$ cat config.mk
export PLATFORM = sky130hd
export DESIGN_NAME = dpram_w2_writer
export DESIGN_NICKNAME = d
export VERILOG_FILES = /design/src/rtl/dpram_w2_writer_pkg.sv /design/src/rtl/dpram_w2_writer.sv
export SDC_FILE = /design/constraint.sdc
export NUM_CORES = 1
export LEC_CHECK = 0
export BUFFER_PORTS_ARGS = -buffer_cell sky130_fd_sc_hd__buf_2
export CAP_MARGIN = 20
export CORE_MARGIN = 2
export CORE_UTILIZATION = 45
export DETAILED_ROUTE_END_ITERATION = 10
export PLACE_DENSITY = 0.67
export SLEW_MARGIN = 10
export SYNTH_ARGS = -nofsm -noshare
export SYNTH_HDL_FRONTEND = slang
export SYNTH_SLANG_ARGS = --single-unit
$ cat constraint.sdc
create_clock -name clk -period 2.8 [get_ports clk]
set_clock_uncertainty 0.15 [all_clocks]
set_input_delay 0.28 -clock clk [delete_from_list [all_inputs] [get_ports clk]]
set_output_delay 0.28 -clock clk [all_outputs]
set_load 0.1 [all_outputs]
$ cat src/rtl/dpram_w2_writer_pkg.sv
// Shared types and defaults for the double-width RAM writer.
// Latency: n/a (definitions only).
// Backpressure: n/a (definitions only).
package dpram_w2_writer_pkg;

    localparam int DEF_ADDRESS_WIDTH = 10;
    localparam int DEF_DATA_WIDTH    = 8;

    // Encoding is fixed so a debug overlay or bench can decode a probed state value.
    typedef enum logic [1:0] {
        ST_IDLE = 2'd0,
        ST_WAIT = 2'd1,
        ST_HI   = 2'd2,
        ST_LO   = 2'd3
    } wr_state_t;

endpackage

$ cat src/rtl/dpram_w2_writer.sv
// Splits double-width stream/fill words into two byte writes (high half at ptr, low at ptr+1).
// Latency: stream accept at edge T -> HI byte written in cycle T+1, LO byte in cycle T+2.
// Backpressure: in_ready only in WAIT, or in LO when more stream words remain; fill never asks.
module dpram_w2_writer
    import dpram_w2_writer_pkg::*;
#(
    parameter int address_width = DEF_ADDRESS_WIDTH,
    parameter int data_width    = DEF_DATA_WIDTH
) (
    input  logic                      clk,
    input  logic                      reset_n,
    input  logic                      cmd_start,
    input  logic                      cmd_fill,
    input  logic [address_width-1:0]  cmd_address,
    input  logic [address_width-1:0]  cmd_count,
    input  logic                      cmd_abort,
    input  logic [2*data_width-1:0]   fill_value,
    input  logic                      in_valid,
    output logic                      in_ready,
    input  logic [2*data_width-1:0]   in_data,
    output logic                      busy,
    output logic                      done,
    output logic                      wren,
    output logic [address_width-1:0]  address,
    output logic [data_width-1:0]     data
);

    localparam int AW = address_width;
    localparam int DW = data_width;

    wr_state_t         state_q;
    logic [AW-1:0]     ptr_q;
    logic [AW-1:0]     rem_q;
    logic [2*DW-1:0]   word_q;
    logic              fill_q;

    logic              accept;
    logic              last_word;
    logic [AW-1:0]     ptr_plus1;
    logic [AW-1:0]     ptr_plus2;

    // Ready is a pure state/remaining decode so the source never sees a combinational path back.
    assign in_ready  = (state_q == ST_WAIT) ||
                       ((state_q == ST_LO) && !fill_q && (rem_q > AW'(1)));
    assign accept    = in_valid && in_ready;
    assign last_word = (rem_q == AW'(1));
    assign ptr_plus1 = ptr_q + AW'(1);
    assign ptr_plus2 = ptr_q + AW'(2);

    always_ff @(posedge clk or negedge reset_n) begin
        if (!reset_n) begin
            state_q <= ST_IDLE;
            ptr_q   <= '0;
            rem_q   <= '0;
            word_q  <= '0;
            fill_q  <= 1'b0;
            busy    <= 1'b0;
            done    <= 1'b0;
            wren    <= 1'b0;
            address <= '0;
            data    <= '0;
        end else begin
            done <= 1'b0;
            if ((state_q != ST_IDLE) && cmd_abort) begin
                // Abort wins over any accept in the same cycle; a written HI byte stays written.
                state_q <= ST_IDLE;
                busy    <= 1'b0;
                wren    <= 1'b0;
            end else begin
                case (state_q)
                    ST_IDLE: begin
                        wren <= 1'b0;
                        busy <= 1'b0;
                        if (cmd_start && !cmd_abort) begin
                            ptr_q  <= cmd_address;
                            rem_q  <= cmd_count;
                            fill_q <= cmd_fill;
                            word_q <= fill_value;
                            if (cmd_count == '0) begin
                                done <= 1'b1;
                            end else if (cmd_fill) begin
                                state_q <= ST_HI;
                                busy    <= 1'b1;
                                wren    <= 1'b1;
                                address <= cmd_address;
                                data    <= fill_value[2*DW-1:DW];
                            end else begin
                                state_q <= ST_WAIT;
                                busy    <= 1'b1;
                            end
                        end
                    end
                    ST_WAIT: begin
                        wren <= 1'b0;
                        if (accept) begin
                            word_q  <= in_data;
                            state_q <= ST_HI;
                            wren    <= 1'b1;
                            address <= ptr_q;
                            data    <= in_data[2*DW-1:DW];
                        end
                    end
                    ST_HI: begin
                        state_q <= ST_LO;
                        wren    <= 1'b1;
                        address <= ptr_plus1;
                        data    <= word_q[DW-1:0];
                    end
                    ST_LO: begin
                        ptr_q <= ptr_plus2;
                        rem_q <= rem_q - AW'(1);
                        if (last_word) begin
                            state_q <= ST_IDLE;
                            busy    <= 1'b0;
                            done    <= 1'b1;
                            wren    <= 1'b0;
                        end else if (fill_q) begin
                            state_q <= ST_HI;
                            wren    <= 1'b1;
                            address <= ptr_plus2;
                            data    <= word_q[2*DW-1:DW];
                        end else if (accept) begin
                            // Back-to-back stream word: no WAIT bubble, keeps one byte per clock.
                            word_q  <= in_data;
                            state_q <= ST_HI;
                            wren    <= 1'b1;
                            address <= ptr_plus2;
                            data    <= in_data[2*DW-1:DW];
                        end else begin
                            state_q <= ST_WAIT;
                            wren    <= 1'b0;
                        end
                    end
                    default: begin
                        state_q <= ST_IDLE;
                        busy    <= 1'b0;
                        wren    <= 1'b0;
                    end
                endcase
            end
        end
    end

    a_wren_only_when_busy: assert property (@(posedge clk) disable iff (!reset_n)
        wren |-> busy);

    a_done_not_busy: assert property (@(posedge clk) disable iff (!reset_n)
        done |-> !busy);

    a_fill_never_ready: assert property (@(posedge clk) disable iff (!reset_n)
        (fill_q && (state_q != ST_IDLE)) |-> !in_ready);

endmodule
After elaboration in Yosys (flattened, before gate mapping) --
Cells that the tools add are included.
Operators by class: shift-type cells 0, $add $sub $neg 3, divide/modulo/power cells 0, multipliers 0, reductions and logical operators 21, order comparisons 1, multiplexer cells 51, bitwise operators 1, equal/unequal tests 15
Operators by type and width (count):
- $mux W10 | 9
- $mux W16 | 4
- $mux W8 | 6
- $pmux W16 S3 | 1
- $pmux W10 S2 | 2
- $pmux W10 S4 | 1
- $pmux W8 S4 | 1
- $mux W2 | 8
- $mux W1 | 15
- $ne A2 B2 Y1 const B | 6
- $add A10 B1 Y10 const B | 1
- $add A10 B2 Y10 const B | 1
- $eq A10 B1 Y1 const B | 1
- $gt A10 B1 Y1 const B | 1
- $logic_not A10 Y1 | 1
- $reduce_and A5 Y1 | 2
- $sub A10 B1 Y10 const B | 1
- $ne A3 B3 Y1 const B | 3
- $reduce_and A3 Y1 | 3
- $pmux W2 S4 | 1
- $reduce_and A7 Y1 | 1
- $ne A3 B2 Y1 const B | 2
- $reduce_bool A3 Y1 | 2
- $logic_and A1 B1 Y1 | 5
- 10 further kinds | 14
Word-level totals: latch bits 0, memories kept 0, ROM bits 0, flip-flop bits (word level) 60, RAM bits 0

Logic depth before layout (Yosys ltp) --
word-level depth 10, gate-level depth with buffers 11, depth with buffers taken out 7

Worst setup path before layout --
OpenSTA, ideal clock, no wires.
path kind flip-flop to flip-flop, start reg state_q[1], end reg word_q[10], stages on the path, launching flop included 7, setup slack 0.380 ns, data arrival time 2.145 ns, data required time 2.525 ns, setup time 0.125 ns, path through dfrtp_1 > ha_1 > buf_2 > nor2_1 > clkbuf_1 > mux2_2 > mux2_4
On the way: word-level cells in the longest chain between the ends 9
Ends and longest elaborated chain:
- start, declared | line dpram_w2_writer.sv:31 | wr_state_t state_q;
- start signal, assigned | line dpram_w2_writer.sv:52 | state_q <= ST_IDLE;
- start signal, assigned | line dpram_w2_writer.sv:66 | state_q <= ST_IDLE;
- start signal, assigned | line dpram_w2_writer.sv:82 | state_q <= ST_HI;
- $eq A2 B2 Y1 | line dpram_w2_writer.sv:44, dpram_w2_writer.sv:70
- $logic_and A1 B1 Y1 (2 in series) | line dpram_w2_writer.sv:44 | ((state_q == ST_LO) && !fill_q && (rem_q > AW'(1)));
- $logic_or A1 B1 Y1 | line dpram_w2_writer.sv:43 | assign in_ready = (state_q == ST_WAIT) ||
- $logic_and A1 B1 Y1 | line dpram_w2_writer.sv:45 | assign accept = in_valid && in_ready;
- $mux W16 (3 in series)
- $pmux W16 S3 | line dpram_w2_writer.sv:70 | case (state_q)
- end signal, assigned | line dpram_w2_writer.sv:78 | word_q <= fill_value;
- end signal, assigned | line dpram_w2_writer.sv:96 | word_q <= in_data;
- end signal, assigned | line dpram_w2_writer.sv:124 | word_q <= in_data;
- end, declared | line dpram_w2_writer.sv:34 | logic [2*DW-1:0] word_q;
Parallel ways exist; a longest one is shown, timed or not. The select of a mux whose other input is x is not followed. A chain may end at the register's enable or synchronous reset.

Final worst setup path --
start reg state_q[1], end reg word_q[3]
The elaborated chain is that of the path after synthesis.

==> impl_metrics.yaml <==
sta:
  fin_crit_sh_pct: 87.7
  period_needed_ps: 2460
  tns_ps: 0
  final_max_slew_viol_count: 0
  hold_viol: 0
  max_freq_ghz: 0.407
  setup_violations: 0
  maxSlewHeadroom_pct: 40.0
  rsz0062_at_grt: "false"
  tightest_slew_ps: 890
setup_path:
  cp_max_fo: 31
  arrival_ps: 2540
  cp-start-kind: "flip-flop"
  criticalPathCategory: "reg -> reg"
  critPathSlowestCell: "dfrtp_1"
  critPathCaptureType: "flip-flop"
  cp_cell_sequence: "inv_1 > ha_1 > buf_4 > mux2i_1 > o22ai_1 > and3_1 > buf_4 > mux2_2"
  max_stage_delay_ps: 420
  path_common_cell: "buf_4"
  cp.required_ps: 2880
grt:
  grt_pass1_vias: 3640
  grt.total_usage_pct: 23.4
  grt_max_degree: 61
  grt_pass1_wl_mm: 18.3
  overflow: 0
  antenna_found_initial: 0
clock_network:
  clock_path_buffers: 2
  post_cts_buffers: 0
  cts_root_buffer: "clkbuf_8"
  cts_tree: "built"
  ctsResizeCount: 0
  h-tree-depth: 3
  clock_sinks: 60
  cts_buffers: 9
  cts.clk_slew.worst_paths_ps: 70
  insertion_delay_ps: 350
power:
  total_power_mw: 6.80
  p_per_area_nw_per_um2: 1410
  power_switching_mw: 3.50
  combPwrFrac_pct: 60.5
  peakVddDrop_mv: 0.703
  p_leak_nw: 2.12
  power_frac_seq_pct: 26.3
  netSwitchingFraction_pct: 51.4
  clockPowerShare_pct: 13.2
  internal-power_mw: 3.30
yosys:
  yosysUniqueCellTypes: 58
  synth.yosys.seq_area_share_pct: 36.8
  synth.avg_cell_area_um2: 9.30
  yosysTopAreaCell: "dfrtp_1"
  synthTopCellsByCount: "dfrtp_1 (60), o21ai_0 (36), a21oi_1 (34), nor2_1 (30), nand2_1 (29)"
  synth_edf_count: 0
  yosysMostFrequentCell: "dfrtp_1"
  synth_top_area_share_pct: 36.8
  ys_seq_elements: 60
  ys.warnings.count: 0
  synth.area.top_cells: "dfrtp_1 (37%), mux2_2 (6.3%), mux2_4 (6.3%), o21ai_0 (4.4%), a21oi_1 (4.2%)"
  syn-instance-count: 439
  synth_fp_nets: 506
  synth_async_sr_flop_share_pct: 100
  syn_area_um2: 4080
  synthFlopType: "dfrtp_1"
cells_and_area:
  num_antenna_cells: 0
  syn2layout_area_growth_pct: 18.4
  nets: 580
  final_core_util_pct: 55.2
  drive_gt1_share_pct: 32.4
die:
  dieArea_um2: 9850
  rows: 34
  start_util_pct: 46.6
  core_area_um2: 8760
  die_height_um: 99.3
  io_pins: 80
  fp.dieW_um: 99.3
route:
  finalWirelength_mm: 11.1
  drc: 0
  drtPass1Iterations: 5
  antenna_left: 0
  vias: 3721
  wl_per_cell_um: 17.7
  vias_per_cell: 5.94
  drt_iter0_markers: 224
place:
  gp_congestion: 0.932
  io_buffers: 79
  hpwl_mm: 7.77
min_path:
  hp-class: "in -> reg"
status:
  status: "completed"
flow_run:
  maxCapViolations: 0
repair_timing:
item,CTS,global route
hold buffers,1,0
hold endpoints to repair,60,0
setup endpoints to repair,0,0
routing by layer:
metal / track usage (%) / wire, µm / vias to the layer above
li1: - / - / 1794
met1: 32.2 / 5090 / 1788
met2: 37.1 / 5140 / 127
met3: 5.27 / 724 / 12
met4: 6.64 / 120 / 0
met5: 0 / 0 / -
layout by cell type, fill, tap and decap left out, types with 3 or more instances in the layout:
| cell | netlist | layout |
|---|---|---|
| or4_1 | 4 | 4 |
| dfrtp_1 | 60 | 60 |
| o22ai_1 | 8 | 8 |
| a31o_2 | 3 | 3 |
| nand2b_1 | 17 | 17 |
| xor2_1 | 3 | 3 |
| nor3_1 | 3 | 3 |
| nand4_1 | 6 | 6 |
| nor2_1 | 30 | 30 |
| mux2_4 | 17 | 17 |
| o31ai_1 | 4 | 4 |
| and3_1 | 9 | 9 |
| a31oi_1 | 9 | 9 |
| buf_4 | 1 | 17 |
| nor2b_1 | 3 | 3 |
| o211ai_1 | 11 | 11 |
| clkbuf_8 | 0 | 10 |
| ha_1 | 9 | 9 |
| nand2_1 | 29 | 29 |
| o21ai_0 | 36 | 36 |
| buf_2 | 5 | 79 |
| nand3_1 | 11 | 11 |
| a22oi_1 | 3 | 3 |
| and2_1 | 4 | 4 |
| clkinvlp_4 | 0 | 3 |
| xnor2_1 | 4 | 4 |
| inv_1 | 13 | 13 |
| a221oi_1 | 10 | 10 |
| o221a_2 | 5 | 5 |
| a21oi_1 | 34 | 34 |
| mux2_2 | 23 | 23 |
final cells by class:
cell class / instances / area [µm²]
inverters: 14 / 52.6
flip-flops and latches: 60 / 1500
repair buffers: 98 / 553
clock inverters: 6 / 87.6
multi-input cells: 330 / 2370
clock buffers: 10 / 138
fillers: 801 / 3930
well taps: 108 / 135
critical path: cells and delay by family (launching register included):
| family | cells | cell delay, ps |
|---|---|---|
| compound gates | 1 | 150 |
| fa+ha+maj | 1 | 210 |
| buf+inv | 3 | 740 |
| flops | 1 | 420 |
| mux | 2 | 500 |
| simple gates | 1 | 170 |
logic make-up (layout without fill, tap and decap cells):
family                     Yosys count  after routing  share of synthesized area, %
adders and majority gates            9              9                          2.76
AOI/OAI and AO/OA                  148            148                          24.5
xor gates and xnor gates             7              7                          1.50
DFF                                 60             60                          36.8
and+or+nand+nor                    124            124                          16.0
buffers and inverters               49            128                          5.39
muxes                               42             42                          13.1
stage by stage:
stage | worst slack [ps] | hold slack (ps) | cells | cell area [µm²]
CTS | 350 | 20.4 | 626 | 4830
detailed placement | 362 | 343 | 609 | 4600
floorplan | 380 | -166 | 439 | 4080
global placement | 387 | 343 | 609 | 4600
global route | 110 | 27.7 | 626 | 4830
finish | 344 | 32.7 | 626 | 4830
power groups by stage:
stage	Clock (mW)	Combinational (mW)	Sequential, mW
finish	0.897	4.11	1.79
detailed placement	0	4.10	1.78
global placement	0	4.04	1.77
floorplan	0	2.35	2.62
global route	0.961	4.44	1.85
CTS	0.919	4.11	1.78
path summary, 6_finish.rpt:
kind	cells past startpoint	startpoint	slack, ps	to
max	8	state_q[1]$_DFFE_PN0P_	340	word_q[3]$_DFFE_PN0P_
min	3	cmd_count[3]	30	rem_q[3]$_DFFE_PN0P_
max reg2reg	8	state_q[1]$_DFFE_PN0P_	340	word_q[3]$_DFFE_PN0P_
min reg2reg	1	address[2]$_DFFE_PN0P_	360	address[2]$_DFFE_PN0P_
max in group asynchronous	3	reset_n	1490	word_q[1]$_DFFE_PN0P_
min in group asynchronous	3	reset_n	480	rem_q[6]$_DFFE_PN0P_
sequential cells by signal, summed over array words and instances, names as in the netlist:
register	count
done	1
ptr_q	10
wren	1
fill_q	1
word_q	16
address	10
data	8
busy	1
rem_q	10
state_q	2
Power figures use the tool's default switching activity.
